===== src/rtl/legv8_pkg.sv =====
// Shared LEGv8 front-end definitions: widths, fetch FSM states and queue entry layout.
package legv8_pkg;

    localparam int unsigned INSTR_W = 32;
    localparam int unsigned ADDR_W  = 64;

    localparam logic [INSTR_W-1:0] NOP = 32'hD503201F;

    typedef enum logic [1:0] {
        ST_IDLE  = 2'd0,
        ST_FETCH = 2'd1,
        ST_DRAIN = 2'd2
    } fetch_state_t;

    typedef struct packed {
        logic [ADDR_W-1:0]  pc;
        logic [INSTR_W-1:0] instr;
    } fetch_entry_t;

    function automatic logic [ADDR_W-1:0] word_align(input logic [ADDR_W-1:0] a);
        return {a[ADDR_W-1:2], 2'b00};
    endfunction

endpackage


===== src/rtl/fetch_fifo.sv =====
// Power-of-two prefetch queue with synchronous flush; push into a full queue is
// accepted only when a pop frees the head in the same cycle.
module fetch_fifo #(
    parameter int unsigned DEPTH = 2,
    parameter int unsigned WIDTH = 96,
    localparam int unsigned CW   = $clog2(DEPTH) + 1
) (
    input  logic             clock,
    input  logic             reset,
    input  logic             i_flush,
    input  logic             i_push,
    input  logic [WIDTH-1:0] i_wdata,
    input  logic             i_pop,
    output logic [WIDTH-1:0] o_rdata,
    output logic             o_empty,
    output logic [CW-1:0]    o_count
);

    localparam int unsigned AW = $clog2(DEPTH);

    logic [WIDTH-1:0] r_mem [DEPTH];
    logic [AW-1:0]    r_wr_ptr;
    logic [AW-1:0]    r_rd_ptr;
    logic [CW-1:0]    r_count;

    logic w_full;
    logic w_do_pop;
    logic w_do_push;

    assign w_full    = (r_count == CW'(DEPTH));
    assign o_empty   = (r_count == '0);
    assign o_count   = r_count;
    assign o_rdata   = r_mem[r_rd_ptr];
    assign w_do_pop  = i_pop && !o_empty;
    assign w_do_push = i_push && (!w_full || w_do_pop);

    always_ff @(posedge clock or negedge reset) begin
        if (!reset) begin
            r_wr_ptr <= '0;
            r_rd_ptr <= '0;
            r_count  <= '0;
        end else if (i_flush) begin
            r_wr_ptr <= '0;
            r_rd_ptr <= '0;
            r_count  <= '0;
        end else begin
            if (w_do_push) begin
                r_wr_ptr <= r_wr_ptr + 1'b1;
            end
            if (w_do_pop) begin
                r_rd_ptr <= r_rd_ptr + 1'b1;
            end
            if (w_do_push && !w_do_pop) begin
                r_count <= r_count + 1'b1;
            end else if (w_do_pop && !w_do_push) begin
                r_count <= r_count - 1'b1;
            end
        end
    end

    // Storage carries no reset; entries are only observed once counted valid.
    always_ff @(posedge clock) begin
        if (w_do_push && !i_flush) begin
            r_mem[r_wr_ptr] <= i_wdata;
        end
    end

endmodule


===== src/rtl/instruction_fetch.sv =====
// LEGv8 instruction fetch: single-outstanding request engine feeding a prefetch queue,
// with redirect handling that drains an in-flight response before refetching.
module instruction_fetch
    import legv8_pkg::*;
#(
    parameter logic [63:0] RESET_PC = 64'h0,
    parameter int unsigned QDEPTH   = 2
) (
    input  logic               clock,
    input  logic               reset,
    output logic               imem_req,
    output logic [ADDR_W-1:0]  imem_addr,
    input  logic               imem_ack,
    input  logic [INSTR_W-1:0] imem_data,
    output logic               instr_valid,
    output logic [INSTR_W-1:0] instr,
    output logic [ADDR_W-1:0]  instr_pc,
    input  logic               instr_ready,
    input  logic               redirect,
    input  logic [ADDR_W-1:0]  redirect_pc
);

    localparam int unsigned CW = $clog2(QDEPTH) + 1;
    localparam logic [CW-1:0] DEPTH_C = CW'(QDEPTH);

    fetch_state_t r_state;
    logic              r_req;
    logic [ADDR_W-1:0] r_addr;
    logic [ADDR_W-1:0] r_fetch_pc;
    fetch_entry_t      r_hold;

    fetch_state_t      w_state_next;
    logic              w_req_next;
    logic [ADDR_W-1:0] w_addr_next;
    logic [ADDR_W-1:0] w_fetch_pc_next;
    logic [ADDR_W-1:0] w_target;
    logic [CW-1:0]     w_occ_next;
    logic [CW-1:0]     w_count;
    logic              w_empty;
    logic              w_ack;
    logic              w_push;
    logic              w_pop;
    fetch_entry_t      w_head;
    fetch_entry_t      w_wentry;

    // An ack only counts against a raised request, so stray acks are ignored.
    assign w_ack    = r_req && imem_ack;
    assign w_pop    = !w_empty && instr_ready;
    assign w_push   = w_ack && (r_state == ST_FETCH) && !redirect;
    assign w_target = word_align(redirect_pc);
    assign w_wentry = '{pc: r_addr, instr: imem_data};

    fetch_fifo #(
        .DEPTH (QDEPTH),
        .WIDTH ($bits(fetch_entry_t))
    ) u_fifo (
        .clock   (clock),
        .reset   (reset),
        .i_flush (redirect),
        .i_push  (w_push),
        .i_wdata (w_wentry),
        .i_pop   (w_pop),
        .o_rdata (w_head),
        .o_empty (w_empty),
        .o_count (w_count)
    );

    always_comb begin
        w_state_next    = r_state;
        w_fetch_pc_next = r_fetch_pc;
        case (r_state)
            ST_IDLE:  w_state_next = ST_FETCH;
            ST_FETCH: if (redirect && r_req && !imem_ack) w_state_next = ST_DRAIN;
            ST_DRAIN: if (w_ack) w_state_next = ST_FETCH;
            default:  w_state_next = ST_IDLE;
        endcase

        if (redirect) begin
            w_fetch_pc_next = w_target;
        end else if (w_push) begin
            w_fetch_pc_next = r_fetch_pc + 64'd4;
        end

        if (redirect) begin
            w_occ_next = '0;
        end else begin
            w_occ_next = w_count + CW'(w_push) - CW'(w_pop);
        end

        // A raised request is never withdrawn; otherwise issue against the post-edge occupancy.
        if (r_req && !imem_ack) begin
            w_req_next  = 1'b1;
            w_addr_next = r_addr;
        end else begin
            w_req_next  = (w_state_next == ST_FETCH) && (w_occ_next < DEPTH_C);
            w_addr_next = w_req_next ? w_fetch_pc_next : r_addr;
        end
    end

    always_ff @(posedge clock or negedge reset) begin
        if (!reset) begin
            r_state    <= ST_IDLE;
            r_req      <= 1'b0;
            r_addr     <= RESET_PC;
            r_fetch_pc <= RESET_PC;
            r_hold     <= '0;
        end else begin
            r_state    <= w_state_next;
            r_req      <= w_req_next;
            r_addr     <= w_addr_next;
            r_fetch_pc <= w_fetch_pc_next;
            if (!w_empty) begin
                r_hold <= w_head;
            end
        end
    end

    assign imem_req    = r_req;
    assign imem_addr   = r_addr;
    assign instr_valid = !w_empty;
    assign instr       = w_empty ? r_hold.instr : w_head.instr;
    assign instr_pc    = w_empty ? r_hold.pc    : w_head.pc;

endmodule


===== config.mk =====
export PLATFORM = sky130hd
export DESIGN_NAME = instruction_fetch
export DESIGN_NICKNAME = d
export VERILOG_FILES = /design/src/rtl/legv8_pkg.sv /design/src/rtl/fetch_fifo.sv /design/src/rtl/instruction_fetch.sv
export SDC_FILE = /design/constraint.sdc
export NUM_CORES = 1
export LEC_CHECK = 0
export ABC_AREA = 1
export BUFFER_PORTS_ARGS = -buffer_cell sky130_fd_sc_hd__buf_4
export CORE_MARGIN = 2
export CORE_UTILIZATION = 40
export DETAILED_ROUTE_END_ITERATION = 12
export PLACE_DENSITY = 0.67
export SLEW_MARGIN = 15
export SYNTH_ARGS = -nofsm -noshare
export SYNTH_HDL_FRONTEND = slang
export SYNTH_SLANG_ARGS = --single-unit

===== constraint.sdc =====
create_clock -name clock -period 11 [get_ports clock]
set_input_delay 3.3 -clock clock [delete_from_list [all_inputs] [get_ports clock]]
set_output_delay 3.3 -clock clock [all_outputs]
set_load 0.01 [all_outputs]

=== Yosys cells after proc, flatten, opt, wreduce, memory -nomap -nowiden ===
Memory sizes are Yosys's and may differ from the RTL's.
Cells that the tools add are included.

* Add/sub/neg operators: 7
* Order comparisons: 1
* Eq/ne operators: 4
* Multiplexer cells: 18
* Bitwise gates (word level): 1
* Reduce and logical (&&, ||, !) cells: 26

{| class="wikitable"
|+ Operators by type and width
! kind !! number
|-
| 64-bit two-way mux || 3
|-
| 64-bit by 3-bit adder with 64-bit output, second input constant || 1
|-
| 32-bit two-way mux || 1
|-
| 1-bit logical AND || 13
|-
| 2-bit two-way mux || 6
|-
| 1-bit two-way mux || 7
|-
| 1-bit zero test || 6
|-
| 2-bit case mux with 3 select lines || 1
|-
| 2-bit by 1-bit == test with 1-bit output, second input constant || 2
|-
| 2-bit == test, second input constant || 2
|-
| 2-bit zero test || 2
|-
| 2-bit nonzero test || 2
|-
| 3-bit nonzero test || 1
|-
| 1-bit adder, second input constant || 2
|-
| 2-bit by 1-bit adder with 2-bit output || 1
|-
| 2-bit by 1-bit adder with 2-bit output, second input constant || 1
|-
| 2-bit < comparator, second input constant || 1
|-
| 2-bit AND reduction || 1
|-
| 2-bit by 1-bit subtractor with 2-bit output || 1
|-
| 2-bit by 1-bit subtractor with 2-bit output, second input constant || 1
|-
| 1-bit logical OR || 1
|-
| 1-bit NOT || 1
|}

* Register bits after elaboration: 231
* Memory bits (writable): 192
* Input port bits: 101
* Output and inout bits: 162
* Word-level logic and storage cells: 67
* Memories kept: 1

{| class="wikitable"
|+ Memory list
! name !! words !! width !! rd ports !! clocked after memory_dff !! wr ports !! RTL line !! source
|-
| u_fifo.r_mem || 2 || 96 || 1 || 0 || 1 || fetch_fifo.sv:21 || <nowiki>logic [WIDTH-1:0] r_mem [DEPTH];</nowiki>
|}

=== Longest topological paths before layout ===
Gate-level depths: netlist (run 1).

* Word-level depth: 11
* Mapped depth: 14
* Mapped depth without buffers: 13

=== Hierarchy ===
Synthesis (run 1) repeated with hierarchy kept, for this count alone.

* Cell total of the unflattened synthesis: 1960
* Area total of the unflattened synthesis: 18136.1 um2

{| class="wikitable"
|+ Modules (own cells, without submodules)
! module !! instances !! cells an instance !! area an instance (um2) !! sequential area each (um2)
|-
| instruction_fetch || 1 || 1421 || 10877.9 || 5680.4
|-
| fetch_fifo || 1 || 539 || 7258.2 || 5865.6
|}

=== Worst setup path after synthesis (run 1) ===
No wires, ideal clock.

* Kind: input to register
* From: in redirect
* To: mem u_fifo.r_mem[0][0] (enable)
* Setup time: 0.552 ns
* Arrival time: 7.944 ns
* Required time: 10.448 ns
* Slack: 2.504 ns
* Stages: 4
* Buffers on the path: 1
* Cells stage by stage: buf_2 -> nor3_4 -> o21ai_0 -> nor2_1

* Word-level cells in the longest chain between the ends: 6

{| class="wikitable"
|+ RTL lines
! what !! RTL line !! source
|-
| from (decl) || instruction_fetch.sv:19 || <nowiki>input logic redirect,</nowiki>
|-
| 1-bit zero test (*) || fetch_fifo.sv:63, instruction_fetch.sv:49 ||
|-
| 1-bit logical AND || instruction_fetch.sv:49 || <nowiki>assign w_push = w_ack && (r_state == ST_FETCH) && !redirect;</nowiki>
|-
| 1-bit logical AND || fetch_fifo.sv:35 || <nowiki>assign w_do_push = i_push && (!w_full || w_do_pop);</nowiki>
|-
| 1-bit logical AND (*) || fetch_fifo.sv:63 || <nowiki>if (w_do_push && !i_flush) begin</nowiki>
|-
| 1-bit two-way mux (*) || fetch_fifo.sv:63 ||
|-
| 1-bit two-way mux (not written as such) (*) || fetch_fifo.sv:64 || <nowiki>r_mem[r_wr_ptr] <= i_wdata;</nowiki>
|-
| to (decl) || fetch_fifo.sv:21 ||
|}

Every way passes the cells marked *; elsewhere a longest branch is shown, timed or not.

=== Final worst setup path (run 1) ===
* From: reg u_fifo.r_rd_ptr
* To: out instr_pc[3]

* Word-level cells in the longest chain between the ends: 2

{| class="wikitable"
|+ RTL lines
! what !! RTL line !! source
|-
| from (decl) || fetch_fifo.sv:23 || <nowiki>logic [AW-1:0] r_rd_ptr;</nowiki>
|-
| from (signal assigned) || fetch_fifo.sv:51 || <nowiki>r_rd_ptr <= r_rd_ptr + 1'b1;</nowiki>
|-
| memory 2 x 96 bit || -- ||
|-
| 64-bit two-way mux || instruction_fetch.sv:122 || <nowiki>assign instr_pc = w_empty ? r_hold.pc : w_head.pc;</nowiki>
|-
| to (decl) || instruction_fetch.sv:17 || <nowiki>output logic [ADDR_W-1:0] instr_pc,</nowiki>
|}

Every way passes these cells.

==> metrics.yaml, run 1 <==
outcome:
  outcome: "completed"
clock_tree:
  cts.sinks: 423
  clockBufferDepth: 3
  post_cts_resized: 0
  clkTransAtPathRegs_ns: 0.06
  post_cts_buffers: 0
  cts-root-buf: "clkbuf_16"
  ctsHoldBuffers: 0
  clk_latency_ns: 0.58
  cts-buffers-inserted: 45
  cts_tree: "built"
  h-tree-depth: 2
global_route:
  antenna_found_initial: 5
  grt_max_degree: 92
  grt_pass1_vias: 13600
  grt_first_pass_wirelength_um: 77300
  grt.total_usage_pct: 21.6
  grt_overflow_total: 0
yosys:
  synth_area_per_cell_um2: 9.97
  yosys_warnings: 0
  synth.distinct_cells: 40
  synth_top_area_share_pct: 32.8
  yosysTopAreaCell: "dfrtp_1"
  synthCells: 1769
  ys_ff_latch: 423
  netlist_area_um2: 17600
  synth_edf_count: 192
  yosys-top-cells-area: "dfrtp_1 33%, edfxtp_1 33%, nand2_1 10%"
  ys_async_sr_fraction_pct: 54.6
  synth-main-ff-cell: "dfrtp_1"
  yosysSeqAreaShare_pct: 65.5
  syn_nets: 1872
final_layout:
  instances_no_fill: 2645
  layout.nets: 2121
  regArea_um2: 11500
  area_growth_pct: 22.9
  multi_input_area_um2: 5440
  final_util_pct: 50.1
  finalInstanceArea_um2: 21700
  drive_above_1_share_pct: 20.0
  fillers: 3995
sta:
  max_freq_mhz: 154
  hold_viol: 0
  fin_crit_ns: 6.49
  fin_tns_setup_ns: 0
  fin_worst_skew_ns: 0.0186
  drv_slew: 0
  finalSetupViolCount: 0
  tightestPinTransition_ns: 1.18
  post-route-period-util_pct: 59.0
  rsz0062_at_grt: "no"
  max_slew_margin_pct: 21.2
worst_setup_path:
  reg2reg_depth: 5
  cp-start-kind: "flop"
  end_kind: "output port"
  critPathRequiredTime_ns: 7.70
  cp.arrival_ns: 3.19
  r2r_setup_slack_ns: 7.49
  path_class: "flop to output port"
  crit_fanout: 65
power:
  power.density_nw_per_um2: 278
  max-vdd-ir-drop_mv: 0.125
  finalPower_mw: 6.02
  p_leak_nw: 9.48
die:
  pin_count: 263
  die_h_um: 214
  design.core.area_um2: 43300
  start_util_pct: 40.7
  dieWidth_um: 214
  rows: 76
  die_area_um2: 45800
placed_design:
  gp_congestion: 0.888
  dpl.hpwl_um: 32800
  io_buffer_count: 260
  dp_cells: 2555
  placed_area_um2: 20100
min_path:
  worstHoldPathType: "flop to flop"
  hold_depth: 2
routing:
  num_vias: 13400
  firstDrtPassIters: 6
  drtIter0Drc: 1041
  finalWirelength_um: 49700
  drc: 0
  viasPerCell: 5.06
  routedWlPerCell_um: 18.8
  ant_nets: 0
run:
  max-cap-violations: 0
==> where the power goes <==
part / total, mW / switching, mW / internal [mW]
combinational: 2.08 / 1.26 / 0.824
sequential: 2.41 / 0.267 / 2.15
clock: 1.53 / 0.620 / 0.907
total: 6.02 / 2.15 / 3.88
==> final cells by class <==
class / instances / share of cell area (%)
clock inverters: 18 / 0.785
multi-input cells: 1179 / 25.1
well taps: 585 / 3.38
flip-flops and latches: 423 / 53.3
clock buffers: 66 / 6.13
diodes: 5 / 0.0577
inverters: 96 / 1.68
repair buffers: 273 / 9.58
==> per-stage QoR <==
stage               hold WS (ns)  setup WS, ns
global placement           0.471          4.40
global route               0.508          4.35
floorplan                  0.459          2.50
CTS                        0.482          4.45
detailed placement         0.471          4.38
finish                     0.482          4.51
==> routing by layer <==
layer  track usage [%]  wire length, um
met1              28.8            21600
met4              9.18             1920
met3              3.41             2720
met5                 0                0
met2              35.2            23500
==> synthesized netlist by cell type, drive strengths merged, types with 9 or more instances <==
library cell / instances
a21boi: 22
o21ai: 31
nor3: 9
nor2: 213
or2: 33
inv: 96
clkbuf: 51
buf: 20
nand4: 21
nand2: 495
nand3: 113
edfxtp: 192
xor2: 12
and2: 12
dfrtp: 231
xnor2: 12
a21oi: 194
==> final timing paths <==
kind	start	end
setup / recovery	u_fifo.r_rd_ptr$_DFFE_PN0P_	instr_pc[3]
hold / removal	r_fetch_pc[0]$_DFF_PN0_	r_fetch_pc[0]$_DFF_PN0_
setup reg to reg	imem_req$_DFF_PN0_	u_fifo.r_mem[1][71]$_DFFE_PP_
hold reg to reg	r_fetch_pc[0]$_DFF_PN0_	r_fetch_pc[0]$_DFF_PN0_
max in group asynchronous	reset	r_hold[28]$_DFFE_PN0N_
min in group asynchronous	reset	r_hold[2]$_DFFE_PN0N_
==> registers in the layout, indices dropped and copies added, names as in the netlist <==
signal	cells
imem_addr	64
u_fifo.r_rd_ptr	1
u_fifo.r_mem	192
imem_req	1
u_fifo.o_count	2
r_state	2
r_hold	96
u_fifo.r_wr_ptr	1
r_fetch_pc	64
==> worst max-delay path, stage by stage (launching register included) <==
cell and delay, ns:
dfrtp_4 0.66, clkinv_2 0.50, buf_4 0.72, nand2_1 0.13
a21oi_1 0.26, buf_4 0.16
==> layout by cell type (no fill, tap or decap), drive strengths merged, types with 13 or more instances in the layout <==
master  instances
nand2         495
buf           273
dfrtp         231
nor2          213
a21oi         194
edfxtp        192
nand3         113
inv            96
clkbuf         66
or2            33
o21ai          31
a21boi         22
nand4          21
clkinv         13
==> kinds of logic (layout without fill, tap and decap cells) <==
kind of cell	count (synthesis)	in the layout	share of synthesized area, %
compound gates	254	254	7.70
buf+inv	167	453	3.80
simple gates	899	899	21.7
other cells	0	5	0
xor+xnor	24	24	1.19
fa+ha+maj	2	2	0.142
flops	423	423	65.5
No activity file was read; power rests on OpenSTA's default activity.
==> inputs of run 2 (changes only) <==
- ABC_AREA: 1 -> 0
- PLACE_DENSITY: 0.67 -> 0.68
- clock period: 11 -> 6.31 ns (I/O delays scaled with it)
==> run 2 against run 1 <==
  * Sequential power up 74%
  * Global-route usage down 2.6 points
  * Synthesized cell count down 28%
  * Core utilization up 0.66 points
  * Critical endpoint is now instr[20]
  * Largest cell class unchanged
  * Highest routed layer is now met5
==> metrics.yaml, run 2 <==
worst_setup_path:
  cp-start-kind: "flop"
  cp.arrival_ns: 2.71  # -0.48 ns
  crit_fanout: 54  # -17%
  cp_cell_sequence: "buf_12, mux2i_1, a21oi_1, buf_4"
  path_class: "flop to output port"
  critPathRequiredTime_ns: 4.42  # -3.28 ns
  end_kind: "output port"
  reg2reg_depth: 10  # +5
  critPathBufInv: 2  # -1
  slowest_delay_ns: 1.04  # +0.32 ns
  cp_num_cells: 4  # -1
  critical-path-slowest-cell: "dfrtp_4"
  crit_family: "flip-flops"
final_layout:
  drive_above_1_share_pct: 25.3  # +5.3 points
  largest_register_ffs: 192  # unchanged
  area_growth_pct: 24.5
  top_register: "u_fifo.r_mem"
  finalInstanceArea_um2: 20800  # -4.0%
  diodes: 0  # -5
  fillers: 3534  # -12%
  final_cell_mix: "268 x buf_4, 230 x dfrtp_1, 192 x edfxtp_1, 141 x nor2_1, 114 x a21oi_1"
  layout.nets: 1623  # -23%
  top_regs: "u_fifo.r_mem: 192 flops, r_hold: 96 flops"
  mostFrequentLayoutCell: "buf_4"
min_path:
  worstHoldPathType: "flop to flop"
  hold_depth: 0  # -2
routing:
  finalWirelength_um: 41400  # -17%
  num_vias: 10900  # -18%
  drc: 0  # unchanged
  drtIter0Drc: 727  # -30%
  routedWlPerCell_um: 19.8  # +5.5%
  ant_nets: 0  # unchanged
  firstDrtPassIters: 5  # -1
  viasPerCell: 5.23  # +3.4%
sta:
  fin_crit_ns: 4.60
  post-route-period-util_pct: 72.9
  max_slew_margin_pct: 36.1  # +15 points
  rsz0062_at_grt: "no"
  finalSetupViolCount: 0  # unchanged
  drv_slew: 0  # unchanged
  max_freq_mhz: 217
  fin_worst_skew_ns: 0.0176  # -0.00100 ns
  tightestPinTransition_ns: 0.958  # -0.224 ns
  timing.hold.ws_ns: 0.496  # +0.0136 ns
  fin_ws_ns: 1.71  # -2.80 ns
  hold_viol: 0  # unchanged
  fin_tns_setup_ns: 0  # unchanged
clock_tree:
  h-tree-depth: 2  # unchanged
  clk_latency_ns: 0.57  # about the same
  ctsHoldBuffers: 0  # unchanged
  clockBufferDepth: 3  # unchanged
  cts-root-buf: "clkbuf_16"
  cts-buffers-inserted: 47  # +4.4%
  clkTransAtPathRegs_ns: 0.06  # about the same
  cts.sinks: 423  # unchanged
  post_cts_resized: 0  # unchanged
  cts_tree: "built"
  post_cts_buffers: 0  # unchanged
global_route:
  grt_pass1_vias: 11000  # -19%
  grt.total_usage_pct: 19.0  # -2.6 points
  grt_max_degree: 140  # +52%
  grt_first_pass_wirelength_um: 64000  # -17%
  grt_overflow_total: 0  # unchanged
  antenna_found_initial: 1  # -4
yosys:
  yosysTopAreaCell: "dfrtp_1"
  synth_area_per_cell_um2: 13.2  # +33%
  synth-main-ff-cell: "dfrtp_1"
  syn_nets: 1369  # -27%
  yosys-top-cells-area: "dfrtp_1 35%, edfxtp_1 34%, mux2i_1 5.9%"
  synth.distinct_cells: 55  # +38%
  synth_top_area_share_pct: 34.6  # +1.8 points
  yosysSeqAreaShare_pct: 69.0  # +3.6 points
  yosys-top-cells-count: "231 x dfrtp_1, 192 x edfxtp_1, 141 x nor2_1, 114 x a21oi_1, 98 x mux2i_1"
  synthCells: 1266  # -28%
  synth_edf_count: 192  # unchanged
  ys_ff_latch: 423  # unchanged
  synth_most_common_cell: "dfrtp_1"
  ys_async_sr_fraction_pct: 54.6  # unchanged
  yosys_warnings: 0  # unchanged
  netlist_area_um2: 16700  # -5.2%
placed_design:
  gp_congestion: 0.790  # -11%
  io_buffer_count: 260  # unchanged
  pre_cts_ws_ns: 1.39  # -2.99 ns
  dpl.hpwl_um: 26900  # -18%
  placed_area_um2: 19300  # -4.3%
power:
  max-vdd-ir-drop_mv: 0.279  # +120%
  p_leak_nw: 8.04  # -15%
  power.density_nw_per_um2: 467  # +68%
run:
  max-cap-violations: 0  # unchanged
die:
  die_area_um2: 43500  # -5.1%
  design.core.area_um2: 41000  # -5.2%
  rows: 74  # -2.6%
  dieWidth_um: 208  # -2.6%
  pin_count: 263  # unchanged
  die_h_um: 208  # -2.6%
  start_util_pct: 40.8  # about the same
outcome:
  outcome: "completed"
## run 2: changes by cell type after synthesis, sizes merged, moves of 22 or more
cell / delta
a21boi: -22
a21oi: -80
inv: -93
mux2: +41
mux2i: +98
nand2: -400
nand3: -85
nor2: -72
or2: -31
## run 2: metrics by stage
| step | utilization, % | instances | power (mW) |
|---|---|---|---|
| after detailed placement | 47.0 | 2003 | 7.05 |
| after global placement | 47.0 | 2003 | 6.95 |
| after CTS | 50.7 | 2088 | 9.83 |
| final | 50.7 | 2088 | 9.71 |
| after global routing | 50.7 | 2088 | 10.2 |
| after floorplan | - | 1266 | 5.57 |
## run 2: cell type report
class / count / area [um^2] / share of cell area [%]
Multi-Input combinational cell: 771 / 4920 / 23.7
Sequential cell: 423 / 11500 / 55.5
Timing Repair Buffer: 273 / 2110 / 10.1
Inverter: 4 / 15.0 / 0.0721
Clock buffer: 72 / 1380 / 6.64
Clock inverter: 13 / 169 / 0.812
Tap cell: 532 / 666 / 3.20
## run 2: final timing paths
kind	start	endpoint	slack, ns
hold reg to reg	imem_addr[4]$_DFFE_PN0P_	u_fifo.r_mem[0][36]$_DFFE_PP_	0.50
setup / recovery	u_fifo.r_rd_ptr$_DFFE_PN0P_	instr[20]	1.71
setup reg to reg	u_fifo.o_count[1]$_DFFE_PN0P_	imem_addr[39]$_DFFE_PN0P_	2.97
hold / removal	imem_addr[4]$_DFFE_PN0P_	u_fifo.r_mem[0][36]$_DFFE_PP_	0.50
min in group asynchronous	reset	r_hold[29]$_DFFE_PN0N_	1.45
max in group asynchronous	reset	r_hold[80]$_DFFE_PN0N_	3.65
## run 2: per-layer routing
layer	routed length, um	global-route usage (%)
met5	16	0
met2	19000	29.7
met4	965	6.45
met1	19000	26.4
met3	2370	3.98
## run 2: cells by family (layout without fill, tap and decap cells)
family	Yosys count	after routing	share of synthesized area, %
flip-flops	423	423	69.0
AND/OR/NAND/NOR	386	386	11.2
AO/OA/AOI/OAI	196	196	6.73
multiplexers	139	139	8.63
buffers and inverters	72	362	1.71
XOR/XNOR	48	48	2.51
adder cells (fa/ha/maj)	2	2	0.150
## run 2: power breakdown
part           internal (mW)  switching (mW)
Clock                   1.67            1.07
Combinational           1.27            1.50
Sequential              3.73           0.478
==> inputs of run 3 (changes only) <==
- clock period: 6.31 -> 4.7 ns (I/O delays scaled with it)
==> run 3 against run 2 <==
  * Setup slack worse by 0.96 ns
  * Die area stayed put
  * Total power is 33% higher
  * Hold slack worse by 0.0042 ns
  * Global-route usage rose by 0.050 points
==> metrics.yaml, run 3 (synthesis gave the netlist of run 2 again) <==
outcome:
  outcome: "completed"
worst_setup_path:
  critPathRequiredTime_ns: 3.29  # -1.13 ns
  cp.arrival_ns: 2.54  # -0.17 ns
  cp-start-kind: "flop"
  path_class: "flop to output port"
  cp_cell_sequence: "or2_4, buf_12, nor2_1, a21oi_1, buf_4"
  critical-path-slowest-cell: "or2_4"
  r2r_setup_slack_ns: 1.40  # -1.57 ns
  crit_start: "u_fifo.o_count[1]$_DFFE_PN0P_"
  slowest_delay_ns: 0.63  # -0.41 ns
  r2r_start: "u_fifo.o_count[1]$_DFFE_PN0P_"
  end_kind: "output port"
  crit_fanout: 67  # +24%
placed_design:
  dp_cells: 2007  # +0.20%
  dpl.hpwl_um: 26700  # -0.86%
  gp_congestion: 0.784  # -0.70%
  pre_cts_ws_ns: 0.547  # -0.842 ns
  io_buffer_count: 260  # unchanged
sta:
  post-route-period-util_pct: 83.9
  fin_worst_skew_ns: 0.0257  # +0.00814 ns
  drv_slew: 0  # unchanged
  fin_ws_ns: 0.755  # -0.957 ns
  max_slew_margin_pct: 39.1  # +2.9 points
  fin_crit_ns: 3.95
  tightestPinTransition_ns: 0.914  # -0.0441 ns
  rsz0062_at_grt: "no"
  max_freq_mhz: 253
  hold_viol: 0  # unchanged
  finalSetupViolCount: 0  # unchanged
  timing.hold.ws_ns: 0.492  # -0.00418 ns
routing:
  firstDrtPassIters: 6  # +1
  ant_nets: 0  # unchanged
  num_vias: 10900  # -0.62%
  routedWlPerCell_um: 19.8  # -0.10%
  drc: 0  # unchanged
  drtIter0Drc: 799  # +9.9%
  finalWirelength_um: 41500  # +0.19%
  viasPerCell: 5.19  # -0.91%
power:
  max-vdd-ir-drop_mv: 0.384  # +38%
  power.density_nw_per_um2: 620  # +33%
  p_leak_nw: 8.05  # +0.19%
final_layout:
  drive_above_1_share_pct: 25.8  # +0.46 points
  largest_register_ffs: 192  # unchanged
  instances_no_fill: 2094  # +0.29%
  multi_input_area_um2: 4930  # +0.15%
  final_cell_mix: "268 x buf_4, 230 x dfrtp_1, 192 x edfxtp_1, 141 x nor2_1, 114 x a21oi_1"
  layout.nets: 1625  # +0.12%
  top_register: "u_fifo.r_mem"
  mostFrequentLayoutCell: "buf_4"
  top_regs: "u_fifo.r_mem: 192 flops, r_hold: 96 flops"
  area_growth_pct: 24.8
  fillers: 3546  # +0.34%
  regArea_um2: 11500  # unchanged
die:
  dieWidth_um: 208  # unchanged
  design.core.area_um2: 41000  # unchanged
  start_util_pct: 40.8  # unchanged
  die_area_um2: 43500  # unchanged
  rows: 74  # unchanged
  pin_count: 263  # unchanged
  die_h_um: 208  # unchanged
clock_tree:
  h-tree-depth: 2  # unchanged
  cts-buffers-inserted: 45  # -4.3%
  ctsHoldBuffers: 0  # unchanged
  clkTransAtPathRegs_ns: 0.06  # about the same
  cts.sinks: 423  # unchanged
  post_cts_buffers: 0  # unchanged
  clk_latency_ns: 0.57  # about the same
  cts_tree: "built"
  clockBufferDepth: 3  # unchanged
  cts-root-buf: "clkbuf_16"
  post_cts_resized: 0  # unchanged
global_route:
  grt_max_degree: 106  # -24%
  grt.total_usage_pct: 19.0  # +0.050 points
  grt_pass1_vias: 10900  # -1.5%
  grt_first_pass_wirelength_um: 64100  # +0.13%
  antenna_found_initial: 3  # +2
  grt_overflow_total: 0  # unchanged
run:
  max-cap-violations: 0  # unchanged
min_path:
  min-delay-start: "imem_addr[55]$_DFFE_PN0P_"
  worstHoldPathType: "flop to flop"
run 3: cell type report:
cell class                 count  area share [%]
multi-input combinational    771            23.6
clock buffer                  61            6.27
inverter                       4          0.0959
tap                          532            3.19
clock inverter                23           0.953
antenna                        3          0.0360
sequential                   423            55.3
timing repair buffer         277            10.5
run 3: final timing paths:
kind | to | cells past startpoint
setup reg to reg | imem_addr[49]$_DFFE_PN0P_ | 9
hold reg to reg | u_fifo.r_mem[1][87]$_DFFE_PP_ | 0
hold / removal | u_fifo.r_mem[1][87]$_DFFE_PP_ | 0
setup / recovery | instr_pc[50] | 5
min in group asynchronous | r_hold[2]$_DFFE_PN0N_ | 1
max in group asynchronous | r_hold[25]$_DFFE_PN0N_ | 2
run 3: stage by stage:
stage	power [mW]	utilization (%)	cell area, um^2	setup TNS, ns
CTS	13.1	50.9	20900	0
floorplan	7.49	-	16800	-4.21
global route	13.6	50.9	20900	0
global placement	9.37	47.2	19400	0
detailed placement	9.48	47.2	19400	0
finish	12.9	50.9	20900	0
run 3: per-layer routing:
layer / vias up / GRT usage (%) / wire, um
li1: 5124 / - / -
met4: 0 / 6.30 / 1170
met2: 272 / 29.6 / 19200
met1: 5401 / 26.7 / 18900
met3: 65 / 4.03 / 2240
met5: - / 0 / 0
run 3: report_power, final:
group	total, mW	internal, mW	switching [mW]
combinational	3.76	1.72	2.04
sequential	5.61	5.00	0.605
clock	3.57	2.12	1.45
total	12.9	8.84	4.09
run 3: critical path, delay by kind of cell (launching register included):
family          cells  cell delay (ns)
buf+inv             2             0.53
simple gates        2             0.70
compound gates      1             0.24
flops               1             0.45
